### config.mk
export PLATFORM = sky130hd
export DESIGN_NAME = fifo_drain_arbiter
export DESIGN_NICKNAME = d
export VERILOG_FILES = /design/src/rtl/fifo_drain_arbiter.sv
export SDC_FILE = /design/constraint.sdc
export NUM_CORES = 1
export LEC_CHECK = 0
export BUFFER_PORTS_ARGS = -buffer_cell sky130_fd_sc_hd__buf_4
export CAP_MARGIN = 15
export CELL_PAD_IN_SITES_DETAIL_PLACEMENT = 2
export CELL_PAD_IN_SITES_GLOBAL_PLACEMENT = 2
export CORE_UTILIZATION = 28
export DETAILED_ROUTE_END_ITERATION = 7
export GPL_ROUTABILITY_DRIVEN = 0
export PLACE_DENSITY_LB_ADDON = 0.1
export SYNTH_ARGS = -nofsm -noshare
export SYNTH_HDL_FRONTEND = slang
export SYNTH_SLANG_ARGS = --single-unit
### constraint.sdc
create_clock -name clk -period 2.1 [get_ports clk]
set_input_delay 0.21 -clock clk [delete_from_list [all_inputs] [get_ports clk]]
set_output_delay 0.21 -clock clk [all_outputs]
set_load 0.02 [all_outputs]
### src/rtl/fifo_drain_arbiter.sv
// Drains two FIFOs into one registered output stream under a burst-limited round-robin arbiter.
// Define ARB_STRICT_PRIO_EN to make FIFO #0 win every arbitration in which it is non-empty.
module fifo_drain_arbiter #(
    parameter int MAIN_SIZE = 8,
    parameter int BURST     = 4
) (
    input  logic                 clk,
    input  logic                 reset,
    input  logic                 empty0,
    input  logic                 empty1,
    input  logic                 almost_full0,
    input  logic                 almost_full1,
    input  logic                 Error0,
    input  logic                 Error1,
    input  logic [MAIN_SIZE-1:0] fifo_out0,
    input  logic [MAIN_SIZE-1:0] fifo_out1,
    input  logic                 ready,
    output logic                 pop0,
    output logic                 pop1,
    output logic [MAIN_SIZE-1:0] data_out,
    output logic                 valid_out,
    output logic                 src_out,
    output logic                 pause,
    output logic [1:0]           err_sticky
);

    typedef enum logic [1:0] {
        IDLE = 2'd0,
        SRV0 = 2'd1,
        SRV1 = 2'd2
    } state_t;

    localparam logic [3:0] BURST_LIM = 4'(BURST);

    state_t     state, state_nxt;
    logic       last_served, last_nxt;
    logic [3:0] burst_cnt, cnt_nxt, cnt_inc;
    logic       arb, win, win_valid;
    logic       pop_d, src_d;

    // Winner of an arbitration point, used only when arb is asserted.
    always_comb begin
        win_valid = !empty0 || !empty1;
`ifdef ARB_STRICT_PRIO_EN
        win = empty0;
`else
        win = (!empty0 && !empty1) ? ~last_served : empty0;
`endif
    end

    // NOTE: every variable gets a default before the case so no path leaves one unassigned (no latch).
    always_comb begin
        pop0      = 1'b0;
        pop1      = 1'b0;
        arb       = 1'b0;
        state_nxt = state;
        last_nxt  = last_served;
        cnt_inc   = burst_cnt + 4'd1;
        cnt_nxt   = burst_cnt;
        case (state)
            IDLE: arb = 1'b1;
            SRV0: begin
                pop0 = ready && !empty0;
                if (pop0) cnt_nxt = cnt_inc;
                arb = (pop0 && cnt_inc == BURST_LIM) || empty0;
            end
            SRV1: begin
                pop1 = ready && !empty1;
                if (pop1) cnt_nxt = cnt_inc;
                arb = (pop1 && cnt_inc == BURST_LIM) || empty1;
            end
            default: state_nxt = IDLE;
        endcase
        if (arb) begin
            if (win_valid) begin
                state_nxt = win ? SRV1 : SRV0;
                last_nxt  = win;
                cnt_nxt   = 4'd0;
            end else begin
                state_nxt = IDLE;
            end
        end
    end

    // NOTE: sequential state uses non-blocking assignments so all registers update from pre-edge values.
    always_ff @(posedge clk or negedge reset) begin
        if (!reset) begin
            state       <= IDLE;
            last_served <= 1'b1;
            burst_cnt   <= 4'd0;
        end else begin
            state       <= state_nxt;
            last_served <= last_nxt;
            burst_cnt   <= cnt_nxt;
        end
    end

    // Stage 1 remembers the pop while the FIFO presents its word; stage 2 captures it.
    always_ff @(posedge clk or negedge reset) begin
        if (!reset) begin
            pop_d      <= 1'b0;
            src_d      <= 1'b0;
            valid_out  <= 1'b0;
            data_out   <= '0;
            src_out    <= 1'b0;
            pause      <= 1'b0;
            err_sticky <= 2'b00;
        end else begin
            pop_d      <= pop0 || pop1;
            src_d      <= pop1;
            valid_out  <= pop_d;
            if (pop_d) begin
                data_out <= src_d ? fifo_out1 : fifo_out0;
                src_out  <= src_d;
            end
            pause      <= almost_full0 || almost_full1;
            err_sticky <= err_sticky | {Error1, Error0};
        end
    end

endmodule

---- Yosys cells after proc, flatten, opt, wreduce, memory -nomap -nowiden ----
Cells that the tools add are included.
word-level totals
  bits in registers ....................... 22
  logic and storage cells ................. 46
cells by class
  mux-type cells .......................... 14
  $add $sub $neg .......................... 1
  equality and inequality tests ........... 4
  bitwise gates (word level) .............. 2
  reduce and logical (&&, ||, !) cells .... 15
operators by type and width
  cell                                                              count
  4-bit two-way mux                                                 4
  2-bit two-way mux                                                 4
  8-bit two-way mux                                                 1
  4-bit one-hot mux with 2 select lines                             1
  1-bit logical AND                                                 5
  1-bit logical OR                                                  5
  4-bit by 1-bit adder with 4-bit output (second input constant)    1
  4-bit by 3-bit == test with 1-bit output (second input constant)  1
  1-bit two-way mux                                                 3
  1-bit one-hot mux with 3 select lines                             1
  3-bit OR reduction                                                1
  2-bit by 1-bit == test with 1-bit output (second input constant)  1
  2-bit == test (second input constant)                             1
  1-bit logical NOT                                                 2
  2-bit logical NOT                                                 1
  2-bit by 1-bit != test with 1-bit output (second input constant)  1
  2-bit OR                                                          1
  2-bit AND reduction                                               1
  1-bit NOT                                                         1

---- Longest topological paths before layout ----
Gate-level depths: netlist of run 1.
  depth in word-level cells ............... 6
  mapped depth ............................ 6

---- Worst setup path before layout of run 1 ----
No wires, ideal clock.
  path kind ............................... reg-to-reg
  start point ............................. register burst_cnt[0]
  end point ............................... register last_served
  arrival time ............................ 1.499 ns
  data required time ...................... 2.019 ns
  setup slack ............................. 0.521 ns
  stages on the path, launching flop included .. 6
  library setup time ...................... 0.081 ns
  path buffers ............................ 0
  cell sequence ........................... dfrtp_1 -> ha_1 -> and4bb_2 -> a211oi_1 -> or4_1 -> a32oi_1
between the ends
  longest elaborated chain between the ends .. 6
  elaborated cells between the ends (all ways) .. 8
  classes of those cells .................. add/sub: 1; eq/ne: 1; mux: 1; reduce/logical: 5
RTL lines
  element                                     RTL line  RTL
  from (decl)                                 37        logic [3:0] burst_cnt, cnt_nxt, cnt_inc;
  from (signal assigned)                      94        burst_cnt <= cnt_nxt;
  4-bit by 1-bit adder with 4-bit output *    58        cnt_inc = burst_cnt + 4'd1;
  4-bit by 3-bit == test with 1-bit output *  65, 70
  1-bit logical AND (on tied branches)        70, 65
  1-bit logical OR (on tied branches)         70, 65
  1-bit one-hot mux with 3 select lines *     60        case (state)
  2-bit AND reduction (no line) *             n/a
  to (signal assigned)                        93        last_served <= last_nxt;
  to (decl)                                   36        logic last_served, last_nxt;
Every way passes the cells marked *; elsewhere a longest branch is shown, timed or not.
A chain may end at the register's enable or synchronous reset.

---- Worst setup path after layout of run 1 ----
  start point ............................. register state[1]
  end point ............................... output port pop0
between the ends
  longest elaborated chain between the ends .. 2
RTL lines
  element                                   RTL line  RTL
  from (decl)                               35        state_t state, state_nxt;
  from (signal assigned)                    92        state <= state_nxt;
  2-bit by 1-bit == test with 1-bit output  60
  1-bit two-way mux                         60
  to (decl)                                 18        output logic pop0,
No other way between the ends.

==> results of run 1 <==
worst max-delay path, delay by kind of cell (launching register included):
family / cells / cell delay [ns]
buffers and inverters: 2 / 0.26
DFF: 1 / 0.40
adders and majority gates: 1 / 0.31
and+or+nand+nor: 2 / 0.29
layout make-up:
type	count	area share (%)
multi-input combinational	77	33.2
inverter	6	1.52
tap	48	4.04
clock buffer	4	3.71
sequential	22	37.2
timing repair buffer	40	20.4
sequential cells by signal (all words and copies together), names as in the netlist:
register and cells:
src_d 1, data_out 8, pause 1, last_served 1, src_out 1, state 2
pop_d 1, err_sticky 2, burst_cnt 4, valid_out 1
layout by cell type (no fill, tap or decap), drive strengths merged:
master and count:
inv 6, dfrtp 21, or2 3, mux2i 10, a211oi 2, nand3b 1, buf 39, dfstp 1
nand2 7, clkbuf 4, or3 1, a31oi 1, and2 1, o2111ai 1, o21ai 4, and4bb 1
a22oi 1, o32ai 1, nand2b 2, nand3 4, a21oi 12, dlygate4sd3 1, nor2 16, or4 1
ha 5, mux2 1, nor3 1, a32oi 1
logic make-up after synthesis:
group	share of synthesized area, %
compound gates	12.5
mux	10.3
fa+ha+maj	5.80
flops	51.2
buf+inv	3.13
simple gates	17.1
metal layers:
layer	track usage, %	wire length [um]
met1	17.1	1190
met3	2.68	143
met2	26.9	1480
met4	7.67	53
met5	0	0
power by group:
part	switching, mW	internal, mW	leakage (nW)
clock	0.137	0.167	0.0288
combinational	0.396	0.286	0.393
sequential	0.0921	0.545	0.259
stage by stage:
| stage | instances | hold slack [ns] | total power, mW |
|---|---|---|---|
| finish | 197 | 0.133 | 1.62 |
| global route | 197 | 0.124 | 1.74 |
| CTS | 197 | 0.126 | 1.66 |
| detailed placement | 192 | 0.125 | 1.34 |
| global placement | 192 | 0.120 | 1.30 |
| floorplan | 108 | -0.0856 | 1.05 |
worst paths after layout:
path	cells after the start	from	slack [ns]	end
max in group asynchronous	2	reset	1.45	last_served
min	2	Error1	0.13	err_sticky[1]
max	5	state[1]	0.36	pop0
min reg2reg	1	err_sticky[1]	0.47	err_sticky[1]
min in group asynchronous	2	reset	0.37	data_out[4]
max reg2reg	5	burst_cnt[0]	0.37	state[1]
==> summary.md, run 1 <==
| Metric | Value |
|---|---|
| Initial DRC Count | `18` |
| Syn Inst Count | `108` |
| Tcrit/Tclk final | `82.7%` |
| Pwr dens | `1090 nW/um2` |
| CTS Buf Count | `3` |
| Remaining Overflow, GRT | `0` |
| Yosys warning total | `0` |
| Die ar. | `4100 um2` |
| Initial antenna violation count | `0` |
| Sequential area share after synthesis | `51.2%` |
| Startpoint Class | `register` |
| Post-synth cell types | `26` |
| Post-synth EDFFs | `0` |
| Area of the multi-input gates | `493 um2` |
| Routed via count | `967` |
| Core area | `3690 um2` |
| First-pass GRT wire length | `4590 um` |
| Max FO, Critical Path | `6` |
| Placement Cell Area | `1420 um2` |
| Final setup viols | `0` |
| Syn avg cell area | `9.99 um2` |
| Post-synth ARST share | `100%` |
| Detailed Route WL | `2860 um` |
| Status | `finished clean` |
| Chip Width | `64.1 um` |
| Crit-path cells | `inv_1, ha_1, nand2b_1, nor2_1, buf_4` |
| CTS Hold Buffers Added | `1` |
| Final nets | `180` |
| Post-layout min period | `1.74 ns` |
| Static Leakage | `0.681 nW` |
| Post-route cell area | `1490 um2` |
| Initial Utilization | `29.2%` |
| Area contributors post-synth | `dfrtp_1 49%, mux2i_1 9.3%, ha_1 5.8%, a21oi_1 5.6%, nor2_1 5.6%` |
| Antenna Violating Nets Remaining | `0` |
| Ys flop type | `dfrtp_1` |
| Pins over their slew limit | `0` |
| # DRC | `0` |
| FILL cells | `415` |
| CP max stage cell | `dfrtp_1` |
| CP endpoint kind | `primary output` |
| Worst Path Required | `1.89 ns` |
| Most common cell in the netlist | `dfrtp_1` |
| Routed WL per cell | `14.5 um` |
| Maxcap violations | `0` |
| Netlist Area Pre-Place | `1080 um2` |
| Register area | `552 um2` |
| CP Data Arrival Time | `1.53 ns` |
| RSZ-0062 raised after global routing | `no` |
| TritonCTS clock tree | `built` |
| Dpl ws | `0.376 ns` |
| Worst IR Drop VDD | `0.000290 V` |
| Postcts setup bufs | `0` |
| Syn_nets | `138` |
| CTS sink cnt | `22` |
| Port bufs | `39` |
| Max incr delay on CP | `0.40 ns` |
| Worst setup path category | `register to primary output` |
| I/O pins | `40` |
| Worst-skew pair later-pin latency | `0.26 ns` |
| Worst hold path class | `input pin to register` |
| Vias per inst | `4.91` |
| Yosys top cell by area | `dfrtp_1` |
| Clock Tree Buf Depth | `2` |
| Reg clk slew, reported paths | `0.08 ns` |
| Layout overhead on the synthesized area | `37.7%` |
| Rel. slew slack | `64.0%` |
| First drt pass iteration count | `4` |
| Setup TNS | `0 ns` |
| Count of state elements after synthesis | `22` |
| Largest net degree at the start of global routing | `23` |
| ANT cells | `0` |
| Setup Skew | `0.000476 ns` |
| Post-DP HPWL | `2240 um` |
| Commonest cells post-synth | `21 x dfrtp_1, 16 x nor2_1, 12 x a21oi_1, 10 x mux2i_1, 7 x nand2_1` |
| Post-cts resize count | `0` |
| Core Util, Final | `40.3%` |
| Vias in the first global route | `1018` |
| Layout cell share with drive strength beyond 1 | `33.6%` |
| Final setup margin | `0.364 ns` |
| Number of hold violations in the final report | `0` |
| Die Ht | `64.1 um` |
| Total track usage | `15.1%` |
| Synth top area share | `48.7%` |
| Worst-Margin Slew | `0.540 ns` |
| Root buffer cell | `clkbuf_8` |
| H-tree Lvls | `1` |
| Max Clock Freq | `576 MHz` |
| Site Rows | `22` |
Note: power is estimated with default switching activity, not from simulation.
==> inputs of run 2 (changes only) <==
--- a/config.mk
+++ b/config.mk
@@ -5,11 +5,12 @@
 export SDC_FILE = /design/constraint.sdc
 export NUM_CORES = 1
 export LEC_CHECK = 0
+export ABC_AREA = 1
 export BUFFER_PORTS_ARGS = -buffer_cell sky130_fd_sc_hd__buf_4
 export CAP_MARGIN = 15
 export CELL_PAD_IN_SITES_DETAIL_PLACEMENT = 2
 export CELL_PAD_IN_SITES_GLOBAL_PLACEMENT = 2
-export CORE_UTILIZATION = 28
+export CORE_UTILIZATION = 27
 export DETAILED_ROUTE_END_ITERATION = 7
 export GPL_ROUTABILITY_DRIVEN = 0
 export PLACE_DENSITY_LB_ADDON = 0.1
==> constraint.sdc (replaced) <==
create_clock -name clk -period 1.79 [get_ports clk]
set_input_delay 0.179 -clock clk [delete_from_list [all_inputs] [get_ports clk]]
set_output_delay 0.179 -clock clk [all_outputs]
set_load 0.02 [all_outputs]
==> summary.md, run 2 <==
| Metric | Value |
|---|---|
| Total track usage | `15.5%` |
| Internal power | `1.15 mW` |
| I/O pins | `40` |
| Placement Cell Area | `1410 um2` |
| Postcts setup bufs | `0` |
| ANT cells | `0` |
| Static Leakage | `0.729 nW` |
| Worst-Margin Slew | `0.564 ns` |
| Crit path depth | `5` |
| Post-synth ARST share | `100%` |
| Commonest non-fill, non-tap cells in the layout | `39 x buf_4, 29 x nand2_1, 21 x dfrtp_1` |
| Status | `finished clean` |
| Clock Tree Buf Depth | `2` |
| Max FO, Critical Path | `4` |
| CP bufs+invs | `3` |
| Tcrit/Tclk final | `86.6%` |
| Initial Utilization | `28.7%` |
| Initial antenna violation count | `0` |
| Most common cell after layout, fill and taps aside | `buf_4` |
| Post-route cell area | `1470 um2` |
| CTS sink cnt | `22` |
| Commonest cells post-synth | `29 x nand2_1, 21 x dfrtp_1, 14 x inv_1, 13 x nor2_1, 8 x a31oi_1` |
| Post-cts resize count | `0` |
| Setup Skew | `0.00306 ns` |
| Root buffer cell | `clkbuf_8` |
| TritonCTS clock tree | `built` |
| Yosys top cell by area | `dfrtp_1` |
| Most common cell in the netlist | `nand2_1` |
| Reg clk slew, reported paths | `0.08 ns` |
| Number of hold violations in the final report | `0` |
| Maxcap violations | `0` |
| Largest regs | `data_out x8, burst_cnt x4` |
| Sequential area share after synthesis | `51.3%` |
| Syn_nets | `155` |
| Post-DP HPWL | `2380 um` |
| Layout cell share with drive strength beyond 1 | `31.9%` |
| Pins over their slew limit | `0` |
| Die Ht | `65.1 um` |
| Final nets | `197` |
| Syn avg cell area | `8.61 um2` |
| Port bufs | `39` |
| # DRC | `0` |
| Sw frac | `40.4%` |
| CP max stage cell | `dfrtp_1` |
| Yosys warning total | `0` |
| Largest Register | `data_out` |
| Final setup margin | `0.240 ns` |
| Layout overhead on the synthesized area | `36.5%` |
| Setup TNS | `0 ns` |
| CP Data Arrival Time | `1.37 ns` |
| Routed WL per cell | `13.8 um` |
| Core Util, Final | `39.2%` |
| First drt pass iteration count | `2` |
| Startpoint Class | `register` |
| Area contributors post-synth | `dfrtp_1 49%, nand2_1 10%, ha_1 5.8%, inv_1 4.9%, a31oi_1 4.7%` |
| Core area | `3740 um2` |
| R2R depth | `8` |
| Routed via count | `984` |
| Vias in the first global route | `1060` |
| H-tree Lvls | `1` |
| Worst IR Drop VDD | `0.000521 V` |
| Max Clock Freq | `645 MHz` |
| Count of state elements after synthesis | `22` |
| Vias per inst | `4.60` |
| Area of the multi-input gates | `445 um2` |
| Crit-path cells | `inv_1, ha_1, nand3_1, inv_1, buf_4` |
| CTS Hold Buffers Added | `1` |
| Worst Path Required | `1.61 ns` |
| Sw power | `0.781 mW` |
| CP most frequent cell | `inv_1` |
| Combinational Power Share | `43.5%` |
| Chip Width | `65.1 um` |
| Clock power frac | `16.1%` |
| Max reg flops | `8` |
| Max incr delay on CP | `0.42 ns` |
| Worst hold path class | `input pin to register` |
| Rel. slew slack | `62.4%` |
| Die ar. | `4240 um2` |
| Reg power frac | `40.4%` |
| Hold WS | `0.115 ns` |
| Crit path max-delay family | `flip-flops` |
| Site Rows | `22` |
| Register area | `552 um2` |
| Largest net degree at the start of global routing | `23` |
| Remaining Overflow, GRT | `0` |
| Ys flop type | `dfrtp_1` |
| Worst setup path category | `register to primary output` |
| Hold depth | `2` |
| RSZ-0062 raised after global routing | `no` |
| Pwr dens | `1320 nW/um2` |
| Post-synth EDFFs | `0` |
| Netlist Area Pre-Place | `1080 um2` |
| Initial DRC Count | `14` |
| CTS Buf Count | `3` |
| Post-layout min period | `1.55 ns` |
| Dpl ws | `0.319 ns` |
| Syn Inst Count | `125` |
| Final setup viols | `0` |
| FILL cells | `454` |
| First-pass GRT wire length | `4970 um` |
| Post-synth cell types | `21` |
| Detailed Route WL | `2950 um` |
| Antenna Violating Nets Remaining | `0` |
| Worst-skew pair later-pin latency | `0.25 ns` |
| Synth top area share | `48.8%` |
| CP endpoint kind | `primary output` |
run 2: cell count changes after synthesis, sizes merged, moves of 2 or more:
cell	delta
nand2b	-2
nor2	-3
buf	+3
nand2	+24
a211oi	-2
clkbuf	-3
a31oi	+7
o21ai	+3
mux2i	-10
nand3	+6
inv	+10
a21oi	-11
run 2: worst paths after layout:
kind / slack (ns) / endpoint / start
setup / recovery: 0.24 / pop1 / state[0]
hold / removal: 0.12 / pause / almost_full1
setup reg to reg: 0.34 / burst_cnt[2] / state[1]
hold reg to reg: 0.48 / last_served / last_served
max in group asynchronous: 1.17 / last_served / reset
min in group asynchronous: 0.34 / data_out[6] / reset
run 2: cells by family after synthesis:
family	after synthesis	synth area share [%]
adder cells (fa/ha/maj)	5	5.81
buffers and inverters	20	7.33
XOR/XNOR	2	1.63
AO/OA/AOI/OAI	17	9.07
AND/OR/NAND/NOR	59	24.9
flip-flops	22	51.3
run 2: metal layers:
| layer | vias to the layer above | wire (um) | track usage, % |
|---|---|---|---|
| met4 | 0 | 29 | 4.89 |
| li1 | 482 | - | - |
| met5 | - | 0 | 0 |
| met3 | 2 | 165 | 2.95 |
| met2 | 26 | 1480 | 28.3 |
| met1 | 474 | 1270 | 18.2 |
run 2: worst register-to-register path, stage by stage (launching register included):
cell and delay, ns:
dfrtp_1 0.43, inv_1 0.10, ha_1 0.22, nand3_1 0.13, nand2_2 0.11, nand2_2 0.07
o21ai_0 0.15, inv_1 0.06, nor2_1 0.11
run 2: final cells by class:
class / instances / area share (%)
timing repair buffer: 40 / 20.6
clock buffer: 4 / 3.07
sequential: 22 / 37.6
inverter: 17 / 4.34
tap: 48 / 4.09
multi-input combinational: 83 / 30.3
run 2: power groups by stage:
stage               clock, mW  combinational [mW]  sequential (mW)
floorplan                   0               0.417            0.866
global placement            0               0.835            0.786
detailed placement          0               0.864            0.795
CTS                     0.329               0.869            0.785
global route            0.344               0.947            0.804
finish                  0.310               0.841            0.780
run 2: per-stage QoR:
stage / power (mW) / std cells
4_1_cts: 1.98 / 214
3_5_place_dp: 1.66 / 209
3_3_place_gp: 1.62 / 209
6_report: 1.93 / 214
2_1_floorplan: 1.28 / 125
5_1_grt: 2.10 / 214
